$ cat src/rtl/spi_rd_rx_if.sv
// ASIC-side handshake of the configuration-link receive path: burst
// request/command toward the FPGA pad, and the ready/req read port of the
// receive FIFO.
interface spi_rd_rx_if #(
  parameter int SPI_WIDTH = 32
);
  logic                 config_paulse;
  logic [3:0]           config_data;
  logic                 config_req;
  logic [3:0]           config_cmd;
  logic                 config_ready;
  logic                 rd_req;
  logic                 rd_ready;
  logic [SPI_WIDTH-1:0] rd_data;
  logic                 rd_done;
  logic                 overflow;

  // ASIC side: starts bursts and pops words.
  modport master (
    output config_paulse, config_data, rd_req,
    input  config_req, config_cmd, config_ready, rd_ready, rd_data, rd_done, overflow
  );

  // Receive block side.
  modport slave (
    input  config_paulse, config_data, rd_req,
    output config_req, config_cmd, config_ready, rd_ready, rd_data, rd_done, overflow
  );
endinterface

$ cat src/rtl/spi_rd_rx.sv
// Receive path of the chip/FPGA configuration link. The FPGA clocks 32-bit
// words over the SPI pads; the pads are oversampled in clk_chip, words are
// buffered in a small show-ahead FIFO and handed to the ASIC via ready/req.
module spi_rd_rx #(
  parameter int SPI_WIDTH       = 32,
  parameter int ADDR_WIDTH_FIFO = 3,
  parameter int TX_WIDTH        = 20,
  parameter int BURST_LEN       = 64
) (
  input  logic                 clk_chip,
  input  logic                 reset_chip,
  input  logic                 O_spi_sck,
  input  logic                 O_spi_cs_n,
  input  logic [SPI_WIDTH-1:0] I_spi_data,
  output logic                 rd_hold,
  spi_rd_rx_if.slave           bus
);

  localparam int DEPTH = 1 << ADDR_WIDTH_FIFO;

  typedef logic [ADDR_WIDTH_FIFO:0] cnt_t;
  typedef logic [TX_WIDTH-1:0]      rx_t;

  // Backpressure threshold leaves room for the words already in flight
  // through the pad synchronizers plus the FPGA's reaction time.
  localparam cnt_t FULL_LEVEL = cnt_t'(DEPTH);
  localparam cnt_t HOLD_LEVEL = cnt_t'(DEPTH - 3);
  localparam rx_t  BURST_TOP  = rx_t'(BURST_LEN);
  localparam rx_t  BURST_LAST = rx_t'(BURST_LEN - 1);

  typedef enum logic [2:0] {IDLE, CONFIG, WAIT, RD_DATA, DRAIN} state_t;

  state_t               state;
  logic                 config_req;
  logic [3:0]           config_cmd;
  rx_t                  rx_count;

  logic                 sck_1, sck_2, sck_3;
  logic                 cs_1, cs_2;
  logic [SPI_WIDTH-1:0] data_1, data_2;

  logic [SPI_WIDTH-1:0]       mem [DEPTH];
  logic [ADDR_WIDTH_FIFO-1:0] wr_ptr, rd_ptr;
  cnt_t                       count;
  logic                       overflow;

  logic sck_rise, push, pop, push_ok, fifo_empty, fifo_full;

  // Two-flop synchronizers for the asynchronous pads plus one edge register
  // on sck; data rides the same depth so it lines up with sck_2.
  always_ff @(posedge clk_chip) begin
    // NOTE: every clocked block uses non-blocking assignments so all flops
    // sample their inputs from the same pre-edge values.
    if (reset_chip) begin
      sck_1  <= 1'b0;
      sck_2  <= 1'b0;
      sck_3  <= 1'b0;
      cs_1   <= 1'b1;
      cs_2   <= 1'b1;
      data_1 <= '0;
      data_2 <= '0;
    end else begin
      sck_1  <= O_spi_sck;
      sck_2  <= sck_1;
      sck_3  <= sck_2;
      cs_1   <= O_spi_cs_n;
      cs_2   <= cs_1;
      data_1 <= I_spi_data;
      data_2 <= data_1;
    end
  end

  assign sck_rise   = sck_2 & ~sck_3;
  assign fifo_empty = (count == '0);
  assign fifo_full  = (count == FULL_LEVEL);
  assign push       = (state == RD_DATA) && sck_rise && !cs_2 && (rx_count < BURST_TOP);
  assign pop        = bus.rd_req && !fifo_empty;
  assign push_ok    = push && (!fifo_full || pop);

  // Burst sequencer: request, wait for chip select, collect, then drain.
  always_ff @(posedge clk_chip) begin
    if (reset_chip) begin
      state      <= IDLE;
      config_req <= 1'b0;
      config_cmd <= '0;
      rx_count   <= '0;
    end else begin
      case (state)
        IDLE: begin
          if (bus.config_paulse) begin
            config_cmd <= bus.config_data;
            state      <= CONFIG;
          end
        end
        CONFIG: begin
          config_req <= 1'b1;
          state      <= WAIT;
        end
        WAIT: begin
          if (!cs_2) begin
            config_req <= 1'b0;
            state      <= RD_DATA;
          end
        end
        RD_DATA: begin
          // Edges are counted even when the word is dropped on overflow.
          if (push) rx_count <= rx_count + 1'b1;
          if (cs_2 || (push && rx_count == BURST_LAST)) state <= DRAIN;
        end
        DRAIN: begin
          if (fifo_empty) begin
            rx_count <= '0;
            state    <= IDLE;
          end
        end
        default: state <= IDLE;
      endcase
    end
  end

  // FIFO pointers, occupancy and the sticky drop flag.
  always_ff @(posedge clk_chip) begin
    if (reset_chip) begin
      wr_ptr   <= '0;
      rd_ptr   <= '0;
      count    <= '0;
      overflow <= 1'b0;
    end else begin
      if (push_ok) wr_ptr <= wr_ptr + 1'b1;
      if (pop)     rd_ptr <= rd_ptr + 1'b1;
      case ({push_ok, pop})
        2'b10:   count <= count + 1'b1;
        2'b01:   count <= count - 1'b1;
        default: count <= count;
      endcase
      if (push && !push_ok) overflow <= 1'b1;
    end
  end

  // FIFO storage write port.
  always_ff @(posedge clk_chip) begin
    // NOTE: the storage array has no reset; emptiness is carried by count,
    // and rd_data is forced to zero while the FIFO is empty.
    if (push_ok) mem[wr_ptr] <= data_2;
  end

  assign rd_hold          = (count >= HOLD_LEVEL);
  assign bus.config_req   = config_req;
  assign bus.config_cmd   = config_cmd;
  assign bus.config_ready = (state == IDLE);
  assign bus.rd_ready     = !fifo_empty;
  assign bus.rd_data      = fifo_empty ? '0 : mem[rd_ptr];
  assign bus.rd_done      = (state == DRAIN) && fifo_empty;
  assign bus.overflow     = overflow;

endmodule

$ cat src/flat_wrapper.sv
// flat-port wrapper written by rule: the top's interface ports become plain ports
module spi_rd_rx_flat 
#(
  parameter int SPI_WIDTH       = 32,
  parameter int ADDR_WIDTH_FIFO = 3,
  parameter int TX_WIDTH        = 20,
  parameter int BURST_LEN       = 64
)
  (clk_chip, reset_chip, O_spi_sck, O_spi_cs_n, I_spi_data, rd_hold, bus_config_paulse, bus_config_data, bus_rd_req, bus_config_req, bus_config_cmd, bus_config_ready, bus_rd_ready, bus_rd_data, bus_rd_done, bus_overflow);
  spi_rd_rx_if #(.SPI_WIDTH(SPI_WIDTH)) bus_i ();
  input  logic clk_chip;
  input  logic reset_chip;
  input  logic O_spi_sck;
  input  logic O_spi_cs_n;
  input  logic [SPI_WIDTH-1:0] I_spi_data;
  output logic rd_hold;
  input wire logic [$bits(bus_i.config_paulse)-1:0] bus_config_paulse;
  input wire logic [$bits(bus_i.config_data)-1:0] bus_config_data;
  input wire logic [$bits(bus_i.rd_req)-1:0] bus_rd_req;
  output wire logic [$bits(bus_i.config_req)-1:0] bus_config_req;
  output wire logic [$bits(bus_i.config_cmd)-1:0] bus_config_cmd;
  output wire logic [$bits(bus_i.config_ready)-1:0] bus_config_ready;
  output wire logic [$bits(bus_i.rd_ready)-1:0] bus_rd_ready;
  output wire logic [$bits(bus_i.rd_data)-1:0] bus_rd_data;
  output wire logic [$bits(bus_i.rd_done)-1:0] bus_rd_done;
  output wire logic [$bits(bus_i.overflow)-1:0] bus_overflow;
  assign bus_i.config_paulse = bus_config_paulse;
  assign bus_i.config_data = bus_config_data;
  assign bus_i.rd_req = bus_rd_req;
  assign bus_config_req = bus_i.config_req;
  assign bus_config_cmd = bus_i.config_cmd;
  assign bus_config_ready = bus_i.config_ready;
  assign bus_rd_ready = bus_i.rd_ready;
  assign bus_rd_data = bus_i.rd_data;
  assign bus_rd_done = bus_i.rd_done;
  assign bus_overflow = bus_i.overflow;
  spi_rd_rx #(.SPI_WIDTH(SPI_WIDTH), .ADDR_WIDTH_FIFO(ADDR_WIDTH_FIFO), .TX_WIDTH(TX_WIDTH), .BURST_LEN(BURST_LEN)) u_core (.clk_chip(clk_chip), .reset_chip(reset_chip), .O_spi_sck(O_spi_sck), .O_spi_cs_n(O_spi_cs_n), .I_spi_data(I_spi_data), .rd_hold(rd_hold), .bus(bus_i));
endmodule
$ cat config.mk
export PLATFORM = sky130hd
export DESIGN_NAME = spi_rd_rx_flat
export DESIGN_NICKNAME = d
export VERILOG_FILES = /design/src/rtl/spi_rd_rx_if.sv /design/src/rtl/spi_rd_rx.sv /design/src/flat_wrapper.sv
export SDC_FILE = /design/constraint.sdc
export NUM_CORES = 1
export LEC_CHECK = 0
export CORE_MARGIN = 1.5
export CORE_UTILIZATION = 45
export DETAILED_ROUTE_END_ITERATION = 8
export PLACE_DENSITY = 0.71
export SYNTH_ARGS = -nofsm -noshare
export SYNTH_HDL_FRONTEND = slang
export SYNTH_SLANG_ARGS = --single-unit
$ cat constraint.sdc
create_clock -name clk_chip -period 13.3 [get_ports clk_chip]
set_clock_uncertainty 0.15 [all_clocks]
set_input_delay 2.66 -clock clk_chip [delete_from_list [all_inputs] [get_ports clk_chip]]
set_output_delay 2.66 -clock clk_chip [all_outputs]
set_load 0.005 [all_outputs]
### Word-level counts from Yosys, hierarchy flattened

Memories as Yosys holds them, arrays and structs flattened. A register that Yosys moved wholly into a read port is not among the register bits.
Cells that the tools add are included.

| word-level totals | value |
|---|---|
| flip-flop bits (word level) | 108 |
| RAM bits | 256 |
| output and inout port bits | 42 |
| logic and storage cells | 77 |
| memories kept | 1 |

Memory list:

| memory | depth | width | rd ports | clocked after Yosys merged registers in | wr ports | RTL line | text |
|---|---|---|---|---|---|---|---|
| u_core.mem | 8 | 32 | 1 | 1 | 1 | spi_rd_rx.sv:42 | `logic [SPI_WIDTH-1:0] mem [DEPTH];` |

| operators by class | value |
|---|---|
| $add $sub $neg | 5 |
| magnitude comparators | 2 |
| eq/ne operators | 13 |
| muxes and demuxes | 16 |
| bitwise operators | 2 |
| reductions and logical operators | 23 |

Operator list:

| kind | count |
|---|---|
| $mux 20 | 2 |
| $pmux 20 s2 | 1 |
| $mux 32 | 1 |
| $add 20x1->20 const B | 1 |
| $eq 20x6->1 const B | 1 |
| $lt 20x7->1 const B | 1 |
| $mux 3 | 6 |
| $pmux 3 s5 | 1 |
| $logic_and 1x1->1 | 8 |
| $pmux 4 s2 | 1 |
| $add 3x1->3 const B | 2 |
| $eq 3x2->1 const B | 2 |
| $ne 2x2->1 const B | 3 |
| $reduce_bool 2->1 | 3 |
| $add 4x1->4 const B | 1 |
| $eq 4x4->1 const B | 1 |
| $ge 4x3->1 const B | 1 |
| $logic_not 1->1 | 4 |
| $logic_not 4->1 | 1 |
| $ne 2x1->1 const B | 2 |
| $reduce_and 2->1 | 2 |
| $reduce_and 4->1 | 1 |
| $sub 4x1->4 const B | 1 |
| $eq 3x1->1 const B | 1 |
| 10 further kinds | 13 |

### Depth between registers and ports, before layout

| logic depth | value |
|---|---|
| depth in word-level cells | 9 |
| depth in mapped cells | 11 |

### Worst setup path before layout

OpenSTA, ideal clock, no wires.

| path | value |
|---|---|
| path kind | input to register |
| start point | in bus_rd_req |
| end point | mem u_core.mem[0][0], enable pin |
| data arrival time | 5,478 ps |
| slack | 7,211 ps |
| stages | 4 |
| buffers on the path | 0 |
| cell sequence | nand2b_1 nor4_1 or3b_1 nor3_1 |

| between the ends | value |
|---|---|
| cells in the longest elaborated chain, start to end | 5 |

Ends and longest elaborated chain:

| item | RTL line | text |
|---|---|---|
| from (decl) | flat_wrapper.sv:19 | `input wire logic [$bits(bus_i.rd_req)-1:0] bus_rd_req;` |
| $logic_and 1x1->1 | spi_rd_rx.sv:77 | `assign pop = bus.rd_req && !fifo_empty;` |
| $logic_or 1x1->1 | spi_rd_rx.sv:78 | `assign push_ok = push && (!fifo_full \|\| pop);` |
| $logic_and 1x1->1 | spi_rd_rx.sv:78 |  |
| $mux 1 | spi_rd_rx.sv:144 | `if (push_ok) mem[wr_ptr] <= data_2;` |
| $mux 1 (not written as such) | spi_rd_rx.sv:144 |  |
| to (decl) | spi_rd_rx.sv:42 |  |

No other way between the ends.

==> flow_summary.json <==
{
  "grt.overflow.total": 0,
  "path_max_fanout": 38,
  "io_pins": 84,
  "first_pass_iters": 5,
  "hold-path-endpoint": "u_core.cs_2",
  "gr-usage-all-layers_pct": 16.16,
  "synth_top_cell_by_area": "edfxtp_1",
  "cts_tree": "done",
  "cts_buffers": 37,
  "grt_pass1_wl_mm": 38.12,
  "critPathLaunchType": "flip-flop",
  "layoutNonFillerInstCount": 1279,
  "drive_gt1_share_pct": 16.98,
  "cp_slowest_cell": "buf_4",
  "synth_enable_flop_cells": 256,
  "grt_antenna_before_repair": 0,
  "synthAdderAreaFrac_pct": 0.3741,
  "synthSimpleGateAreaFrac_pct": 8.633,
  "setup_viol": 0,
  "diodes": 0,
  "cp_num_buf_inv": 2,
  "slew_viol_final": 0,
  "r2r_end": "u_core.mem[6][17]",
  "worstPathCellList": "buf_4 > mux4_2 > mux2i_1 > nor2_1 > clkdlybuf4s50_1",
  "start_util_pct": 46.11,
  "met1_usage_pct": 21.62,
  "cp-end-kind": "output pin",
  "p_leak_nw": 4.985,
  "synth_area_um2": 13380,
  "cp_data_arrival_time_ns": 3.34,
  "worst_slew_pin_slew_ns": 1.062,
  "max_cap_violations": 0,
  "htreeDepth": 2,
  "synth_top_family_by_area": "multiplexers",
  "drtIter0Drc": 486,
  "grt_pass1_vias": 6909,
  "min_period_ns": 6.147,
  "wirelength_mm": 24.04,
  "dieArea_um2": 30770,
  "die_width_um": 175.4,
  "syn-num-nets": 816,
  "hold_ws_ns": 0.2613,
  "max_slew_margin_pct": 28.64,
  "worst_ir_drop_vdd_mv": 0.09748,
  "grt_max_degree": 92,
  "synth_compound_area_share_pct": 1.281,
  "setup_slack_ns": 7.153,
  "yosysTopAreaCellShare_pct": 57.47,
  "cts_hold_buf": 0,
  "min_path_cells": 1,
  "drcViolationCount": 0,
  "netlist-cell-type-count": 47,
  "synth_common_cells": "edfxtp_1, dfxtp_1, nor2_1, nor2b_1, mux4_2",
  "yosysMostFrequentCell": "edfxtp_1",
  "rows": 62,
  "synth_area_per_cell_um2": 17.37,
  "area_growth_pct": 18.35,
  "synth_area_leaders": "edfxtp_1, dfxtp_1, mux4_2",
  "cts_resized": 0,
  "portBuffers": 83,
  "finalHoldViolCount": 0,
  "globalplace.congestion": 0.7401,
  "cp_top_family": "buffers and inverters",
  "rr_startpoint": "u_core.rx_count[8]",
  "ctsRootBufferMaster": "clkbuf_16",
  "status": "finished, final reports clean",
  "dp_hpwl_mm": 13.32,
  "synth_ff_type": "edfxtp_1",
  "numClockSinks": 367,
  "drt-vias-per-instance": 5.200,
  "reg2reg_depth": 6,
  "post-place-ws_ns": 7.600,
  "met2_usage_pct": 27.31,
  "synth-xor-area-share_pct": 0.4583,
  "avgRoutedWirePerCell_um": 18.80,
  "grt_util_met3_pct": 3.095,
  "synth_seq_cells": 367,
  "final_nets": 912,
  "fmax_mhz": 162.7,
  "placed_area_um2": 14690,
  "muxShareOfSynthArea_pct": 13.87,
  "dr_total_vias": 6651,
  "ys_seq_area_share_pct": 74.08,
  "grt-busiest-layer": "met2",
  "path_class": "reg -> out",
  "required_ns": 10.49,
  "cts.clk_slew.worst_paths_ns": 0.06,
  "rrSetupSlack_ns": 10.14,
  "synth_cells": 770,
  "core_area_um2": 29010,
  "tns_ns": 0,
  "yosys_warnings": 0,
  "cts_buffer_depth": 3,
  "rsz0062_at_grt": "false",
  "clkLatencyLatePin_ns": 0.51,
  "dpl.cell_count": 1211,
  "async_reset_ff_share_pct": 0,
  "cts_setup_buffers": 0,
  "die_h_um": 175.4,
  "post-route-period-util_pct": 46.22,
  "hold_path.startpoint": "u_core.cs_1",
  "slowest_delay_ns": 0.71,
  "power.density_nw_per_um2": 157.1,
  "detail-route-antenna-nets": 0,
  "hold_path.class": "reg -> reg",
  "final_area_um2": 15830
}
-- cell usage in the layout (no fill, tap or decap), types with 5 or more instances in the layout --
cell               n
edfxtp_1         256
clkinv_2           6
nor3_1             5
nor2_1            65
mux4_2            64
clkdlybuf4s50_1   82
nor2b_1           71
a21oi_1           15
and2_1            14
clkbuf_1          15
nand2_1           13
nor2_4             6
dfxtp_1          108
nand2b_1           7
xor2_1             5
mux2i_1           38
buf_4             15
clkbuf_16         39
nand3_1            7
-- cells by family after synthesis --
logic type | count (synthesis)
compound gates | 29
xor+xnor | 7
fa+ha+maj | 4
buf+inv | 43
flops | 367
mux | 105
simple gates | 215
-- sequential cells by signal (all words and copies together), names as in the netlist, 3 cells and up, named ones only --
signal	cells
u_core.wr_ptr	3
u_core.rd_ptr	3
u_core.mem	256
u_core.data_2	32
u_core.bus.config_cmd	4
u_core.state	3
u_core.rx_count	20
u_core.count	4
u_core.data_1	32
-- worst max path at each step --
| stage | from | endpoint | depth (start not counted) |
|---|---|---|---|
| finish | flip-flop | bus_rd_data[2] | 5 |
| CTS | flip-flop | bus_rd_data[20] | 5 |
| floorplan | bus_rd_req | u_core.mem[0][0] | 4 |
| detailed placement | flip-flop | bus_rd_data[2] | 5 |
| global route | flip-flop | bus_rd_data[2] | 5 |
| global placement | flip-flop | bus_rd_data[13] | 5 |
-- metal layers --
metal	routed length, µm	vias up
met5	0	-
met4	359	0
met3	1136	34
met2	12010	146
met1	10530	3383
li1	-	3088
-- per-stage QoR --
stage / utilization, % / total power [mW]
final: 54.57 / 2.487
after detailed placement: 50.63 / 1.556
after CTS: 54.57 / 2.519
after global placement: 50.63 / 1.552
after floorplan: - / 1.440
after global routing: 54.57 / 2.584
-- layout make-up --
cell class,count,area (µm²)
Inverter,3,11.26
Clock inverter,10,55.05
Multi-Input combinational cell,360,3348
Fill cell,2274,13180
Sequential cell,367,9916
Timing Repair Buffer,97,933.4
Tap cell,384,480.5
Clock buffer,58,1087
-- power breakdown --
group          total (mW)  internal, mW  switching (mW)
combinational       0.258         0.151           0.107
sequential           1.27          1.24          0.0310
clock               0.963         0.564           0.399
-- worst reg2reg max path, delay by kind of cell (launching register included) --
kind,cells,cell delay [ns]
buffers and inverters,1,0.46
flip-flops,1,0.32
AND/OR/NAND/NOR,5,1.87
Power figures use the tool's default switching activity.
